`src/rtl/vm_change_dispenser.sv`:
```
// ---------------------------------------------------------------------------
// vm_change_dispenser
//
// Downstream stage of the vending-machine controller. Every cycle it samples
// the upstream FSM's registered {purchase, cash_ret} pair and queues each
// non-null event in a small FIFO. Events are then served one at a time:
// the product motor first (vend_req / vend_done handshake), then one 5tk coin
// per hopper handshake (coin_req / coin_ack), with a fixed idle gap between
// consecutive coin requests. A missing acknowledge parks the block in FAULT
// until reset.
//
// Ports
//   clk         in   1      rising-edge clock
//   reset       in   1      asynchronous, active-low reset
//   purchase    in   1      product sold this cycle
//   cash_ret    in   2      change owed in 5tk units (0..3)
//   vend_done   in   1      product motor acknowledge
//   coin_ack    in   1      hopper acknowledge, one coin dropped
//   vend_req    out  1      product motor request (level)
//   coin_req    out  1      hopper request (level)
//   busy        out  1      FSM not idle or events still queued
//   fifo_level  out  LVL_W  number of queued events
//   overflow    out  1      sticky: an event was dropped on a full FIFO
//   fault       out  1      sticky: a handshake timed out
//   coin_count  out  CNT_W  total coins dispensed, wraps silently
// ---------------------------------------------------------------------------
module vm_change_dispenser #(
    parameter int DEPTH       = 4,
    parameter int LVL_W       = 3,
    parameter int GAP_CYCLES  = 2,
    parameter int ACK_TIMEOUT = 16,
    parameter int CNT_W       = 8
) (
    input  logic             clk,
    input  logic             reset,
    input  logic             purchase,
    input  logic [1:0]       cash_ret,
    input  logic             vend_done,
    input  logic             coin_ack,
    output logic             vend_req,
    output logic             coin_req,
    output logic             busy,
    output logic [LVL_W-1:0] fifo_level,
    output logic             overflow,
    output logic             fault,
    output logic [CNT_W-1:0] coin_count
);

    localparam int PTR_W = (DEPTH > 1) ? $clog2(DEPTH) : 1;
    localparam int TMO_W = $clog2(ACK_TIMEOUT + 1);
    localparam int GAP_W = (GAP_CYCLES > 1) ? $clog2(GAP_CYCLES + 1) : 1;

    localparam logic [LVL_W-1:0] DEPTH_L  = LVL_W'(DEPTH);
    localparam logic [PTR_W-1:0] PTR_LAST = PTR_W'(DEPTH - 1);
    localparam logic [TMO_W-1:0] TMO_LAST = TMO_W'(ACK_TIMEOUT - 1);
    localparam logic [GAP_W-1:0] GAP_LAST = GAP_W'(GAP_CYCLES - 1);

    typedef enum logic [2:0] {
        ST_IDLE,
        ST_VEND,
        ST_COIN,
        ST_GAP,
        ST_FAULT
    } state_t;

    // -----------------------------------------------------------------------
    // State
    // -----------------------------------------------------------------------
    state_t             state_q,    state_d;
    logic [1:0]         coins_q,    coins_d;
    logic [TMO_W-1:0]   tmo_q,      tmo_d;
    logic [GAP_W-1:0]   gap_q,      gap_d;
    logic [CNT_W-1:0]   count_q,    count_d;
    logic               fault_q,    fault_d;
    logic               overflow_q, overflow_d;
    logic [LVL_W-1:0]   level_q,    level_d;
    logic [PTR_W-1:0]   wr_ptr_q,   wr_ptr_d;
    logic [PTR_W-1:0]   rd_ptr_q,   rd_ptr_d;
    logic [2:0]         mem_q [DEPTH];

    logic [2:0] ev;
    logic       ev_valid;
    logic       push;
    logic       pop;
    logic [2:0] head;

    function automatic logic [PTR_W-1:0] ptr_inc(input logic [PTR_W-1:0] p);
        // Explicit wrap so non-power-of-two depths work.
        return (p == PTR_LAST) ? '0 : p + PTR_W'(1);
    endfunction

    // -----------------------------------------------------------------------
    // Event FIFO
    // -----------------------------------------------------------------------
    assign ev       = {purchase, cash_ret};
    assign ev_valid = (ev != 3'b000);
    assign head     = mem_q[rd_ptr_q];
    assign pop      = (state_q == ST_IDLE) && (level_q != '0);
    // A full FIFO still accepts when the head leaves on the same edge.
    assign push     = ev_valid && ((level_q != DEPTH_L) || pop);

    always_comb begin
        // NOTE: every signal assigned in a combinational block gets a default
        // first, so no path can leave it unassigned and infer a latch.
        wr_ptr_d   = wr_ptr_q;
        rd_ptr_d   = rd_ptr_q;
        level_d    = level_q;
        overflow_d = overflow_q;

        if (push) wr_ptr_d = ptr_inc(wr_ptr_q);
        if (pop)  rd_ptr_d = ptr_inc(rd_ptr_q);

        unique case ({push, pop})
            2'b10:   level_d = level_q + LVL_W'(1);
            2'b01:   level_d = level_q - LVL_W'(1);
            default: level_d = level_q;
        endcase

        if (ev_valid && !push) overflow_d = 1'b1;
    end

    // NOTE: the entry storage has no reset; emptiness is defined by level_q
    // and the pointers, so stale contents are never read.
    always_ff @(posedge clk) begin
        if (push) mem_q[wr_ptr_q] <= ev;
    end

    // -----------------------------------------------------------------------
    // Dispense FSM
    // -----------------------------------------------------------------------
    always_comb begin
        state_d = state_q;
        coins_d = coins_q;
        tmo_d   = tmo_q;
        gap_d   = gap_q;
        count_d = count_q;
        fault_d = fault_q;

        unique case (state_q)
            ST_IDLE: begin
                if (pop) begin
                    coins_d = head[1:0];
                    tmo_d   = '0;
                    state_d = head[2] ? ST_VEND : ST_COIN;
                end
            end

            ST_VEND: begin
                // An ack in the final allowed cycle still wins over timeout.
                if (vend_done) begin
                    tmo_d   = '0;
                    state_d = (coins_q != 2'd0) ? ST_COIN : ST_IDLE;
                end else if (tmo_q == TMO_LAST) begin
                    fault_d = 1'b1;
                    state_d = ST_FAULT;
                end else begin
                    tmo_d = tmo_q + TMO_W'(1);
                end
            end

            ST_COIN: begin
                if (coin_ack) begin
                    coins_d = coins_q - 2'd1;
                    count_d = count_q + CNT_W'(1);
                    gap_d   = '0;
                    state_d = (coins_q != 2'd1) ? ST_GAP : ST_IDLE;
                end else if (tmo_q == TMO_LAST) begin
                    fault_d = 1'b1;
                    state_d = ST_FAULT;
                end else begin
                    tmo_d = tmo_q + TMO_W'(1);
                end
            end

            ST_GAP: begin
                if (gap_q == GAP_LAST) begin
                    tmo_d   = '0;
                    state_d = ST_COIN;
                end else begin
                    gap_d = gap_q + GAP_W'(1);
                end
            end

            ST_FAULT: state_d = ST_FAULT;

            default: state_d = ST_IDLE;
        endcase
    end

    // NOTE: sequential state is updated with non-blocking assignments so every
    // flop samples the pre-edge value of every other flop.
    always_ff @(posedge clk or negedge reset) begin
        if (!reset) begin
            state_q    <= ST_IDLE;
            coins_q    <= 2'd0;
            tmo_q      <= '0;
            gap_q      <= '0;
            count_q    <= '0;
            fault_q    <= 1'b0;
            overflow_q <= 1'b0;
            level_q    <= '0;
            wr_ptr_q   <= '0;
            rd_ptr_q   <= '0;
        end else begin
            state_q    <= state_d;
            coins_q    <= coins_d;
            tmo_q      <= tmo_d;
            gap_q      <= gap_d;
            count_q    <= count_d;
            fault_q    <= fault_d;
            overflow_q <= overflow_d;
            level_q    <= level_d;
            wr_ptr_q   <= wr_ptr_d;
            rd_ptr_q   <= rd_ptr_d;
        end
    end

    // -----------------------------------------------------------------------
    // Outputs: decodes of registered state only
    // -----------------------------------------------------------------------
    assign vend_req   = (state_q == ST_VEND);
    assign coin_req   = (state_q == ST_COIN);
    assign busy       = (state_q != ST_IDLE) || (level_q != '0);
    assign fifo_level = level_q;
    assign overflow   = overflow_q;
    assign fault      = fault_q;
    assign coin_count = count_q;

endmodule

```
`config.mk`:
```
export PLATFORM = sky130hd
export DESIGN_NAME = vm_change_dispenser
export DESIGN_NICKNAME = d
export VERILOG_FILES = /design/src/rtl/vm_change_dispenser.sv
export SDC_FILE = /design/constraint.sdc
export NUM_CORES = 1
export LEC_CHECK = 0
export ABC_AREA = 0
export BUFFER_PORTS_ARGS = -buffer_cell sky130_fd_sc_hd__buf_4
export CORE_MARGIN = 4
export CORE_UTILIZATION = 58
export DETAILED_ROUTE_END_ITERATION = 7
export GPL_TIMING_DRIVEN = 1
export PLACE_DENSITY = 0.79
export SETUP_SLACK_MARGIN = 0.02
export SLEW_MARGIN = 10
export SYNTH_ARGS = -nofsm -noshare
export SYNTH_HDL_FRONTEND = slang
export SYNTH_SLANG_ARGS = --single-unit
```
`constraint.sdc`:
```
create_clock -name clk -period 2.9 [get_ports clk]
set_input_delay 0.58 -clock clk [delete_from_list [all_inputs] [get_ports clk]]
set_output_delay 0.58 -clock clk [all_outputs]
set_load 0.005 [all_outputs]
```
==> impl_metrics.tcl <==
set metrics [dict create \
    outcome "completed" \
    drv_slew 0 \
    overflow 0 \
    crit_arrival_ns 2.65 \
    antenna_found_initial 0 \
    path_class "reg2reg" \
    setup_tns_ns 0 \
    drc 0 \
    avgRoutedWirePerCell_um 16.3 \
    synth_top_cell_area_share 0.338 \
    period_needed_ns 2.49 \
    avgViaCountPerCell 5.90 \
    synth_seq_area_share 0.505 \
    worst_path_dominant_cell_family "simple AND/OR/NAND/NOR gates" \
    cts.sinks 41 \
    synth_area_per_cell_um2 11.4 \
    max_slew_margin 0.646 \
    grt_pass1_wl_um 7310 \
    drive_gt1_frac 0.213 \
    cp.required_ns 3.06 \
    fmax_ghz 0.402 \
    total_power_uw 2510 \
    yosys_warnings 0 \
    holdWs_ns 0.205 \
    synth_ff_type "dfrtp_1" \
    cts_buffer_depth 2 \
    r2r-start "state_q[1]" \
    path_clk_slew_ns 0.08 \
    dp.final_hpwl_um 3130 \
    synthArstFlopShare 0.707 \
    synth_seq_cells 41 \
    drtAntennaViolNets 0 \
    wl_um 4260 \
    cts_buffers 5 \
    die_width_um 68.9 \
    power_leakage_uw 0.00108 \
    grt_max_degree 30 \
    cts_resized 0 \
    cp_num_buf_inv 2 \
    postCtsSetupRepairBufs 0 \
    die_h_um 68.9 \
    syn_inst 189 \
    port_buffers 22 \
    grt_pass1_vias 1540 \
    track_usage 0.215 \
    clk_latency_ns 0.29 \
    crit_slowest_cell "or3_2" \
    final_util 0.700 \
    holdBufCountCts 0 \
    drt_iter0_drc 110 \
    layout.nets 234 \
    yosysMostFrequentCell "dfrtp_1" \
    htree_num_levels 2 \
    path_cells "or3_2 > a31oi_4 > inv_1 > ha_1 > inv_1 > fa_1 > xor2_1 > nor2_1 > xor2_1" \
    fp-row-count 21 \
    p_per_area_nw_per_um2 1030 \
    rsz0062_at_grt "no" \
    antennaDiodeCount 0 \
    vias 1545 \
    slowest_delay_ns 0.60 \
    fin_crit_sh 0.857 \
    crit_path_start_kind "flop" \
    synth_cell_types 50 \
    endpoint "fifo_level[2]" \
    post-synth-top-area-cell "dfrtp_1" \
    crit_cells 9 \
    num_io_pins 23 \
    ir_drop_v 0.000597 \
    design.die.area_um2 4740 \
    rrSetupSlack_ns 0.41 \
    worst_slew_pin_slew_ns 0.530 \
    critPathMaxFanout 14 \
    hold_path.class "in2async" \
    setup_viol 0 \
    synth.top_cells.by_count "29 x dfrtp_1, 17 x nand2_1, 14 x o21ai_0, 12 x edfxtp_1" \
    floorplan.initialDensity 0.620 \
    firstDrtPassIters 4 \
    endpoint_kind "flop" \
    area_delta_synth_final_pct 12.9 \
    reg2reg_depth 9 \
    reg2reg_to "fifo_level[2]" \
    synth_nets 208 \
    cts-root-buf "clkbuf_8" \
    drv_cap 0 \
    hold_viol 0 \
    finClkSkew_ns 0.00585 \
    gp_congestion 0.839 \
    tritoncts "yes" \
    coreArea_um2 3470 \
    syn_area_um2 2150 \
    critPathLaunch "state_q[1]" \
    synth-edff-count 12 \
    synthTopCellsByArea "dfrtp_1 34%, edfxtp_1 17%, ha_1 6.4%" \
]
-- final cells by class --
class | instances | area [um^2]
well taps | 46 | 57.6
clock inverters | 3 | 16.3
inverters | 14 | 62.6
multi-input cells | 130 | 963
clock buffers | 5 | 68.8
fillers | 271 | 1040
repair buffers | 23 | 173
flip-flops and latches | 41 | 1090
-- worst min path at each step --
stage,end,slack (ns),depth (start not counted)
2_1_floorplan,coin_count[0],0.28,0
3_3_place_gp,fault,0.46,1
3_5_place_dp,fault,0.46,1
4_1_cts,coin_count[7],0.21,1
5_1_grt,rd_ptr_q[0],0.22,1
6_report,tmo_q[1],0.21,1
-- metal layers --
layer / vias to the layer above / wire length [um] / global-route usage
met5: - / 0 / 0
met4: 0 / 106 / 0.0900
met3: 13 / 245 / 0.0519
met2: 57 / 2100 / 0.355
met1: 738 / 1810 / 0.269
li1: 737 / - / -
-- layout by cell type (no fill, tap or decap), types with 7 or more instances in the layout --
master,count
nand2_1,17
inv_1,11
nor2_1,8
o21ai_0,14
a21oi_1,7
buf_4,23
nand3_1,7
ha_1,11
dfrtp_1,29
edfxtp_1,12
-- state kept, by name, summed over array words and instances, names as in the netlist --
signal and count:
gap_q 2, overflow 1, fifo_level 3, fault 1
mem_q 12, coins_q 2, state_q 3, wr_ptr_q 2
rd_ptr_q 2, coin_count 8, tmo_q 5
-- metrics by stage --
stage,worst slack (ns),instance area (um^2),std cells
finish,0.415,2430,262
global route,0.203,2430,262
CTS,0.403,2430,262
detailed placement,0.432,2340,254
global placement,0.546,2340,254
floorplan,0.758,2150,189
-- cell families (layout without fill, tap and decap cells) --
kind of cell | Yosys count | after routing | share of synthesized area
compound gates | 43 | 43 | 0.137
simple gates | 62 | 62 | 0.165
buf+inv | 18 | 45 | 0.0466
mux | 3 | 3 | 0.0314
xor+xnor | 10 | 10 | 0.0407
flops | 41 | 41 | 0.505
fa+ha+maj | 12 | 12 | 0.0733
-- worst reg2reg max path, delay by kind of cell (launching register included) --
family / cells / cell delay (ns)
fa+ha+maj: 2 / 0.40
buf+inv: 2 / 0.15
simple gates: 2 / 0.67
compound gates: 1 / 0.27
xor+xnor: 2 / 0.30
flops: 1 / 0.58
-- power breakdown --
group / internal, uW / leakage, uW / total, uW / switching [uW]
logic: 523 / 0.000560 / 1120 / 597
clock network: 167 / 0.0000436 / 362 / 195
registers: 811 / 0.000477 / 1030 / 215
Power figures use the tool's default switching activity.
